**config.mk**
```make
export PLATFORM = sky130hd
export DESIGN_NAME = pe_sat_mac
export DESIGN_NICKNAME = d
export VERILOG_FILES = /design/src/rtl/pe_pkg.sv /design/src/rtl/pe_sat_add.sv /design/src/rtl/pe_sat_mac.sv
export SDC_FILE = /design/constraint.sdc
export NUM_CORES = 1
export LEC_CHECK = 0
export ABC_AREA = 0
export CELL_PAD_IN_SITES_DETAIL_PLACEMENT = 0
export CELL_PAD_IN_SITES_GLOBAL_PLACEMENT = 2
export CORE_ASPECT_RATIO = 0.6
export CORE_MARGIN = 2
export CORE_UTILIZATION = 39
export CTS_CLUSTER_SIZE = 28
export DETAILED_ROUTE_END_ITERATION = 7
export MAX_ROUTING_LAYER = met4
export PLACE_DENSITY = 0.91
export SLEW_MARGIN = 20
export SYNTH_ARGS = -nofsm -noshare
export SYNTH_HDL_FRONTEND = slang
export SYNTH_SLANG_ARGS = --single-unit
```
**constraint.sdc**
```tcl
create_clock -name clk -period 6.8 [get_ports clk]
set_input_delay 0.68 -clock clk [delete_from_list [all_inputs] [get_ports clk]]
set_output_delay 0.68 -clock clk [all_outputs]
set_load 0.01 [all_outputs]
```
**src/rtl/pe_pkg.sv**
```systemverilog
// Purpose : shared types and helpers for the saturating systolic MAC element.
// Latency : n/a (types, constants and constant functions only).
// Backpress: n/a.
// Contents: pe_state_e FSM encoding (IDLE=0, ACCUM=1, EMIT=2),
//           sat_max/sat_min returning the signed extremes of a given width.
package pe_pkg;

  typedef enum logic [1:0] {
    ST_IDLE  = 2'd0,
    ST_ACCUM = 2'd1,
    ST_EMIT  = 2'd2
  } pe_state_e;

  // Wide enough for any accumulator width we expect to instantiate; callers
  // truncate the return value to their own width.
  localparam int unsigned SAT_FN_W = 256;

  // Largest positive value of a signed number of 'width' bits (0111...1).
  function automatic logic [SAT_FN_W-1:0] sat_max(input int unsigned width);
    logic [SAT_FN_W-1:0] one;
    one     = {{(SAT_FN_W-1){1'b0}}, 1'b1};
    sat_max = (one << (width - 1)) - one;
  endfunction

  // Most negative value of a signed number of 'width' bits (1000...0 after truncation).
  function automatic logic [SAT_FN_W-1:0] sat_min(input int unsigned width);
    logic [SAT_FN_W-1:0] one;
    one     = {{(SAT_FN_W-1){1'b0}}, 1'b1};
    sat_min = one << (width - 1);
  endfunction

endpackage

```
**src/rtl/pe_sat_add.sv**
```systemverilog
// Purpose : accumulator adder with overflow detect and optional saturation.
// Latency : combinational (0 cycles).
// Backpress: none; pure function of its inputs.
// Ports   : acc_i   - current accumulator (signed, W bits)
//           prod_i  - sign-extended product (signed, W bits)
//           sat_en_i- 1 clamps to the signed extremes on overflow, 0 wraps
//           next_acc_o - value to load into the accumulator
//           ovf_o   - the W-bit result does not represent the true sum
module pe_sat_add
  import pe_pkg::*;
#(
  parameter int W = 64
) (
  input  logic [W-1:0] acc_i,
  input  logic [W-1:0] prod_i,
  input  logic         sat_en_i,
  output logic [W-1:0] next_acc_o,
  output logic         ovf_o
);

  localparam logic [W-1:0] SAT_MAX = W'(sat_max(W));
  localparam logic [W-1:0] SAT_MIN = W'(sat_min(W));

  logic [W:0] sum;

  // One guard bit: bit W carries the true sign, so a mismatch with bit W-1
  // means the sum escaped the W-bit range.
  assign sum   = {acc_i[W-1], acc_i} + {prod_i[W-1], prod_i};
  assign ovf_o = sum[W] ^ sum[W-1];

  always_comb begin
    next_acc_o = sum[W-1:0];
    if (ovf_o && sat_en_i) begin
      next_acc_o = sum[W] ? SAT_MIN : SAT_MAX;
    end
  end

endmodule

```
**src/rtl/pe_sat_mac.sv**
```systemverilog
// Purpose : systolic PE - programmable-length signed dot product with optional
//           bias preload, wrap/saturate accumulation and sticky overflow.
// Latency : operand forward 1 cycle; result_valid 2 edges after the last beat.
// Backpress: none; every in_valid beat is consumed (accumulated in ACCUM) and
//           forwarded, start always wins and aborts any op in flight.
// Ports   : clk/reset (async, active-high); start + k_len/bias_en/bias/sat_en
//           op setup; in_valid/a/b operand beats; out_valid/out_a/out_b
//           forwarded operands; result/result_valid/overflow per-op result;
//           busy high while in ACCUM or EMIT.
module pe_sat_mac
  import pe_pkg::*;
#(
  parameter int DATA_W = 8,
  parameter int BUS_W  = 64,
  parameter int K_MAX  = 16,
  localparam int CNT_W = $clog2(K_MAX + 1)
) (
  input  logic                     clk,
  input  logic                     reset,
  input  logic                     start,
  input  logic [CNT_W-1:0]         k_len,
  input  logic                     bias_en,
  input  logic signed [BUS_W-1:0]  bias,
  input  logic                     sat_en,
  input  logic                     in_valid,
  input  logic signed [DATA_W-1:0] a,
  input  logic signed [DATA_W-1:0] b,
  output logic signed [DATA_W-1:0] out_a,
  output logic signed [DATA_W-1:0] out_b,
  output logic                     out_valid,
  output logic signed [BUS_W-1:0]  result,
  output logic                     result_valid,
  output logic                     overflow,
  output logic                     busy
);

  localparam logic [CNT_W-1:0] K_MAX_C = CNT_W'(K_MAX);
  localparam logic [CNT_W-1:0] CNT_ONE = CNT_W'(1);

  pe_state_e          state_q;
  logic [BUS_W-1:0]   acc_q;
  logic [CNT_W-1:0]   cnt_q;
  logic               ovf_q;
  logic               sat_q;
  logic [BUS_W-1:0]   result_q;
  logic               result_valid_q;
  logic               overflow_q;
  logic [DATA_W-1:0]  out_a_q;
  logic [DATA_W-1:0]  out_b_q;
  logic               out_valid_q;

  logic signed [2*DATA_W-1:0] prod;
  logic [BUS_W-1:0]   prod_ext;
  logic [BUS_W-1:0]   acc_d;
  logic               add_ovf;
  logic [CNT_W-1:0]   cnt_d;
  logic [BUS_W-1:0]   acc_init_d;

  // Signed cast of a signed operand sign-extends to the accumulator width.
  assign prod     = a * b;
  assign prod_ext = BUS_W'(prod);

  assign cnt_d      = (k_len > K_MAX_C) ? K_MAX_C : k_len;
  assign acc_init_d = bias_en ? bias : '0;

  pe_sat_add #(
    .W (BUS_W)
  ) u_add (
    .acc_i      (acc_q),
    .prod_i     (prod_ext),
    .sat_en_i   (sat_q),
    .next_acc_o (acc_d),
    .ovf_o      (add_ovf)
  );

  // Operand forwarding runs regardless of FSM state so the array keeps
  // streaming even while this PE is idle or emitting.
  always_ff @(posedge clk or posedge reset) begin
    if (reset) begin
      out_a_q     <= '0;
      out_b_q     <= '0;
      out_valid_q <= 1'b0;
    end else begin
      out_valid_q <= in_valid;
      if (in_valid) begin
        out_a_q <= a;
        out_b_q <= b;
      end
    end
  end

  always_ff @(posedge clk or posedge reset) begin
    if (reset) begin
      state_q        <= ST_IDLE;
      acc_q          <= '0;
      cnt_q          <= '0;
      ovf_q          <= 1'b0;
      sat_q          <= 1'b0;
      result_q       <= '0;
      result_valid_q <= 1'b0;
      overflow_q     <= 1'b0;
    end else begin
      result_valid_q <= 1'b0;

      case (state_q)
        ST_IDLE: begin
        end
        ST_ACCUM: begin
          if (in_valid) begin
            acc_q <= acc_d;
            ovf_q <= ovf_q | add_ovf;
            cnt_q <= cnt_q - CNT_ONE;
            if (cnt_q == CNT_ONE) begin
              state_q <= ST_EMIT;
            end
          end
        end
        ST_EMIT: begin
          result_q       <= acc_q;
          overflow_q     <= ovf_q;
          result_valid_q <= 1'b1;
          state_q        <= ST_IDLE;
        end
        default: state_q <= ST_IDLE;
      endcase

      // start overrides whatever the case above scheduled for the op state:
      // from ACCUM it aborts silently, from EMIT the emit still lands
      // (result registers are untouched here) and the new op begins.
      // A beat arriving with start is only forwarded.
      if (start) begin
        acc_q   <= acc_init_d;
        cnt_q   <= cnt_d;
        ovf_q   <= 1'b0;
        sat_q   <= sat_en;
        state_q <= (k_len == '0) ? ST_EMIT : ST_ACCUM;
      end
    end
  end

  assign out_a        = out_a_q;
  assign out_b        = out_b_q;
  assign out_valid    = out_valid_q;
  assign result       = result_q;
  assign result_valid = result_valid_q;
  assign overflow     = overflow_q;
  assign busy         = (state_q != ST_IDLE);

endmodule
```
---- Word level (Yosys, flattened, before mapping) ----
Index checks and enable logic that the tools add are counted.
cells by class
  $add $sub $neg .......................... 2
  multiply operators ...................... 1
  magnitude comparators ................... 1
  equal/unequal tests ..................... 6
  mux-type cells .......................... 19
  bitwise logic cells ..................... 2
  reduce and logical (&&, ||, !) cells .... 8
operators with widths
  operator             number
  $mux 64              6
  $add 64x16->65       1
  $mux 5               4
  $mul 8x8->16         1
  $mux 2               4
  $ne 3x3->1 const B   2
  $reduce_bool 2->1    3
  $eq 5x1->1 const B   1
  $gt 5x5->1 const B   1
  $logic_not 5->1      1
  $sub 5x1->5 const B  1
  $mux 1               4
  $pmux 2 s2           1
  $reduce_and 3->1     1
  $eq 2x1->1 const B   1
  $eq 2x2->1 const B   1
  $logic_not 2->1      1
  $ne 2x2->1 const B   1
  $reduce_and 2->1     1
  $logic_and 1x1->1    1
  $or 1x1->1           1
  $xor 1x1->1          1
storage, ports and cells
  bits in registers ....................... 156
  bits of input ports ..................... 91
  output and inout bits ................... 84
  word-level logic and storage cells ...... 50

---- Logic depth before layout (Yosys ltp) ----
  depth in word-level cells ............... 8
  depth in mapped cells ................... 26
  gate-level depth less buffers ........... 22

---- Modules after synthesis ----
Synthesis repeated with hierarchy kept, for this count alone.
unflattened totals
  cells, all modules ...................... 1485
  area, all modules ....................... 13496.7 um2
by module, submodules not included
  module      times used  cells each  area an instance (um2)
  pe_sat_mac  1           795         9018.6
  pe_sat_add  1           690         4478.0

---- Worst setup path before layout ----
Ideal clock, no wire load.
  path kind ............................... in2reg
  from .................................... in a[7]
  to ...................................... reg acc_q[50]
  setup time .............................. 139 ps
  arrival time ............................ 8405 ps
  required time ........................... 6661 ps
  setup slack ............................. -1744 ps
  stages .................................. 24
  buffers on the path ..................... 3
  cell sequence ........................... clkbuf_1 -> and2_1 -> inv_1 -> fa_1 -> inv_1 -> fa_1 -> fa_1 -> fa_1 -> inv_1 -> fa_1 -> inv_1 -> ha_1 -> nand2_1 -> o21ai_0 -> o21ai_1 -> a21oi_2 -> a211oi_2 -> o31ai_4 -> xnor2_4 -> nand3_4 -> buf_8 -> buf_6 -> o2111ai_1 -> o211ai_1
between the ends
  cells in the longest elaborated chain, start to end .. 8
  elaborated cells between the ends (all ways) .. 9
ends and longest elaborated chain
  what                    RTL line           source
  start: declaration      pe_sat_mac.sv:26   input logic signed [DATA_W-1:0] a,
  $mul 8x8->16 (*)        pe_sat_mac.sv:60   assign prod = a * b;
  $add 64x16->65 (*)      pe_sat_add.sv:28   assign sum = {acc_i[W-1], acc_i} + {prod_i[W-1], prod_i};
  $xor 1x1->1             pe_sat_add.sv:29   assign ovf_o = sum[W] ^ sum[W-1];
  $logic_and 1x1->1       pe_sat_add.sv:33   if (ovf_o && sat_en_i) begin
  $mux 64 (*)             pe_sat_add.sv:33
  $mux 64 (*)             pe_sat_mac.sv:109  if (in_valid) begin
  $mux 64 (*)             pe_sat_mac.sv:105  case (state_q)
  $mux 64 (*)             pe_sat_mac.sv:131  if (start) begin
  end signal: assignment  pe_sat_mac.sv:132  acc_q <= acc_init_d;
  end: declaration        pe_sat_mac.sv:41   logic [BUS_W-1:0] acc_q;
Every way passes the cells marked *; elsewhere a longest branch is shown, timed or not. The select of a mux whose other input is x is not followed.
A chain may end at the register's enable or synchronous reset.

---- Final worst setup path ----
  from .................................... in a[7]
  to ...................................... reg acc_q[27]
Same word-level chain as after synthesis.

==> flow_summary.json <==
{
  "outcome": "finished, final reports clean",
  "numClockSinks": 156,
  "dr.pass1.iters": 5,
  "synth_cells": 1684,
  "asyncSetResetFlopFracSynth": 1.000,
  "die_w_um": 279.3,
  "synth_seq_area_share": 0.2201,
  "insertedDiodeCount": 0,
  "ios": 175,
  "hold_path_depth": 1,
  "worstSetupStartpointType": "primary input",
  "track_usage": 0.2605,
  "tritoncts": "built",
  "clock_insertion_delay_worst_skew_ns": 0.47,
  "end_kind": "flop",
  "grt_pass1_wl_mm": 90.47,
  "clk_pin_slew_worst_paths_ns": 0.07,
  "final_setup_tns_ns": 0,
  "ys_warn_count": 0,
  "tightest_pin_transition_ns": 0.9774,
  "worst-setup-path-type": "in -> reg",
  "grt_antenna_before_repair": 0,
  "syn-mean-instance-area_um2": 10.53,
  "dr_total_vias": 14824,
  "post-route-period-util": 0.9838,
  "hold_path_class": "reg -> reg",
  "detail_route.drc_violations": 0,
  "postSynth.topFlopCell": "sky130_fd_sc_hd__dfrtp_1",
  "rows": 60,
  "synth_edf_count": 0,
  "n_fill_cell": 3922,
  "gpl.final_weighted_congestion": 0.9968,
  "source_of_the_worst_register_to_register_timing_path": "acc_q[57]$_DFFE_PP0P_",
  "timing.final.max_slew_violations": 0,
  "synthesis.area_um2": 17740,
  "maximum_frequency_from_static_timing_analysis_ghz": 0.1495,
  "postRouteAntennaNets": 0,
  "r2r_cells": 20,
  "finalSetupViolations": 0,
  "grt.overflow.total": 0,
  "port-buffer-count": 174,
  "nets": 2598,
  "critPathRequiredTime_ns": 7.12,
  "average_via_count_per_standard_cell": 5.484,
  "cts.root.buffer_cell": "sky130_fd_sc_hd__clkbuf_16",
  "timing.slew.headroom": 0.3461,
  "period_needed_ns": 6.690,
  "die-area_um2": 47260,
  "areaGrowthSynthToFinish_pct": 30.75,
  "worst-endpoint-arrival_ns": 7.01,
  "detail_route.wirelength_mm": 58.36,
  "whs_ns": 0.5065,
  "synth_top_cell_by_area": "sky130_fd_sc_hd__fa_1",
  "crit_start": "a[7]",
  "cts_buffers": 17,
  "hpwlAfterDp_mm": 45.98,
  "final_layout_size_suffix_gt1_frac": 0.2327,
  "synth_top_area_share": 0.3002,
  "first_global_vias": 15415,
  "ctsLongestPathBuffers": 2,
  "die-height_um": 169.2,
  "min_from": "result[23]$_DFFE_PP0P_",
  "max_cap_viols": 0,
  "initial_core_util": 0.3958,
  "floorplan.core_area_um2": 44820,
  "drt_first_iter_violations": 1556,
  "post_synth_num_cell_types": 80,
  "htree_num_levels": 4,
  "syn-num-nets": 2181,
  "routed_wire_length_per_instance_um": 21.59,
  "synth.area.top_cells": "sky130_fd_sc_hd__fa_1 (30%), sky130_fd_sc_hd__dfrtp_1 (22%), sky130_fd_sc_hd__ha_1 (9.9%), sky130_fd_sc_hd__mux2_2 (5.1%), sky130_fd_sc_hd__inv_1 (3.3%)",
  "fin_skew_ns": 0.01636,
  "post_synthesis_sequential_element_count": 156,
  "grt_max_degree": 95,
  "final-hold-violation-count": 0,
  "worst-path-max-fanout": 27
}
path summary, 6_finish.rpt:
kind | endpoint | slack (ns)
setup / recovery | acc_q[27]$_DFFE_PP0P_ | 0.11
hold / removal | result[23]$_DFFE_PP0P_ | 0.51
setup reg to reg | acc_q[27]$_DFFE_PP0P_ | 0.88
hold reg to reg | result[23]$_DFFE_PP0P_ | 0.51
max in group asynchronous | acc_q[46]$_DFFE_PP0P_ | 4.93
min in group asynchronous | result[12]$_DFFE_PP0P_ | 0.75
worst max-delay path, stage by stage:
cell and delay, ns:
sky130_fd_sc_hd__clkdlybuf4s50_1 0.44, sky130_fd_sc_hd__buf_4 0.20, sky130_fd_sc_hd__and2_4 0.20, sky130_fd_sc_hd__buf_4 0.17
sky130_fd_sc_hd__clkbuf_16 0.19, sky130_fd_sc_hd__fa_2 0.44, sky130_fd_sc_hd__fa_1 0.52, sky130_fd_sc_hd__fa_1 0.58
sky130_fd_sc_hd__fa_1 0.50, sky130_fd_sc_hd__ha_1 0.34, sky130_fd_sc_hd__ha_1 0.31, sky130_fd_sc_hd__buf_4 0.17
sky130_fd_sc_hd__nand4_1 0.13, sky130_fd_sc_hd__nor2_1 0.10, sky130_fd_sc_hd__o2111a_1 0.16, sky130_fd_sc_hd__or3_1 0.41
sky130_fd_sc_hd__or2_0 0.22, sky130_fd_sc_hd__a211o_1 0.30, sky130_fd_sc_hd__o211ai_2 0.12, sky130_fd_sc_hd__nand3_4 0.11
sky130_fd_sc_hd__buf_12 0.20, sky130_fd_sc_hd__nand2_1 0.30, sky130_fd_sc_hd__o221ai_1 0.18
registers in the layout, indices dropped and copies added (netlist names):
signal	cells
overflow	1
ovf_q	1
sat_q	1
out_b	8
result	64
cnt_q	5
state_q	2
out_valid	1
acc_q	64
out_a	8
result_valid	1
cell families after synthesis:
kind of cell,count (synthesis),synth area share
flops,156,0.2201
mux,86,0.05424
compound gates,414,0.1518
fa+ha+maj,406,0.3989
xor+xnor,70,0.03562
buf+inv,231,0.05403
simple gates,321,0.08534
per-stage QoR:
stage	utilization	instances	cell area, µm²	worst slack, ns
2_1_floorplan	-	1684	17890	-0.2560
3_3_place_gp	0.5003	2666	22420	-0.2720
3_5_place_dp	0.5003	2666	22420	-0.3285
4_1_cts	0.5143	2698	23050	0.1229
5_1_grt	0.5175	2703	23190	-0.02324
6_report	0.5175	2703	23190	0.1099
synth_stat cells (4+ instances only):
cell type,number
sky130_fd_sc_hd__fa_1,266
sky130_fd_sc_hd__dfrtp_1,156
sky130_fd_sc_hd__inv_1,154
sky130_fd_sc_hd__nand2_1,144
sky130_fd_sc_hd__ha_1,140
sky130_fd_sc_hd__a21oi_1,108
sky130_fd_sc_hd__mux2_2,81
sky130_fd_sc_hd__o21ai_0,72
sky130_fd_sc_hd__nor2_1,50
sky130_fd_sc_hd__clkbuf_1,46
sky130_fd_sc_hd__xnor2_1,43
sky130_fd_sc_hd__o21ai_1,37
sky130_fd_sc_hd__and2_1,35
sky130_fd_sc_hd__xor2_1,26
sky130_fd_sc_hd__a21o_1,23
sky130_fd_sc_hd__nand3_1,22
sky130_fd_sc_hd__nor3_1,22
sky130_fd_sc_hd__a211oi_1,21
sky130_fd_sc_hd__a22oi_1,21
sky130_fd_sc_hd__buf_2,16
sky130_fd_sc_hd__o21bai_1,16
sky130_fd_sc_hd__o211ai_1,13
sky130_fd_sc_hd__o31ai_1,12
sky130_fd_sc_hd__a31oi_1,10
sky130_fd_sc_hd__nand4_1,10
sky130_fd_sc_hd__a21boi_0,9
sky130_fd_sc_hd__o21a_1,9
sky130_fd_sc_hd__buf_6,7
sky130_fd_sc_hd__o221ai_1,7
sky130_fd_sc_hd__o22ai_1,7
sky130_fd_sc_hd__mux2i_1,5
sky130_fd_sc_hd__nand2b_1,5
sky130_fd_sc_hd__a21oi_2,4
sky130_fd_sc_hd__a311oi_1,4
sky130_fd_sc_hd__and3_1,4
sky130_fd_sc_hd__buf_1,4
sky130_fd_sc_hd__nor2b_1,4
sky130_fd_sc_hd__nor4_1,4
layout make-up:
class                   instances  area (µm²)  area share
multi-input cells            1297       13080      0.5639
repair buffers                474        4249      0.1832
flip-flops and latches        156        3904      0.1683
well taps                     589       737.0     0.03177
inverters                     155       598.1     0.02578
clock buffers                  17       425.4     0.01834
clock inverters                15       202.7    0.008739
layout by cell type, fill, tap and decap left out, types with 12 or more instances in the layout:
cell type	n
sky130_fd_sc_hd__clkdlybuf4s50_1	173
sky130_fd_sc_hd__mux2_2	81
sky130_fd_sc_hd__o21bai_1	16
sky130_fd_sc_hd__xnor2_1	43
sky130_fd_sc_hd__nor2_1	47
sky130_fd_sc_hd__inv_1	150
sky130_fd_sc_hd__a21oi_2	22
sky130_fd_sc_hd__nor3_1	21
sky130_fd_sc_hd__nand3_1	22
sky130_fd_sc_hd__dfrtp_1	156
sky130_fd_sc_hd__o21ai_1	42
sky130_fd_sc_hd__o211ai_1	13
sky130_fd_sc_hd__o21ai_0	66
sky130_fd_sc_hd__a211oi_1	18
sky130_fd_sc_hd__nand2_1	140
sky130_fd_sc_hd__xor2_1	26
sky130_fd_sc_hd__a21o_1	23
sky130_fd_sc_hd__buf_4	280
sky130_fd_sc_hd__and2_1	32
sky130_fd_sc_hd__fa_1	263
sky130_fd_sc_hd__a22oi_1	21
sky130_fd_sc_hd__a21oi_1	90
sky130_fd_sc_hd__clkbuf_16	19
sky130_fd_sc_hd__ha_1	138
sky130_fd_sc_hd__buf_12	18
sky130_fd_sc_hd__o31ai_1	12
per-layer routing:
layer	wire, µm	track usage	part of all wire	vias up
met5	0	-	0	-
met4	1072	0.05563	0.018	0
met3	5301	0.05975	0.091	55
met2	24370	0.3589	0.42	618
met1	27610	0.3876	0.47	7506
li1	-	-	-	6645
repair_timing:
item                       CTS  global route
hold buffers                 0             0
resized for setup            0            21
setup endpoints to repair    0            52
setup buffers                0             3
Power is not shown: default switching activity piles up to over one toggle a cycle in this logic, so the estimate is an artifact.
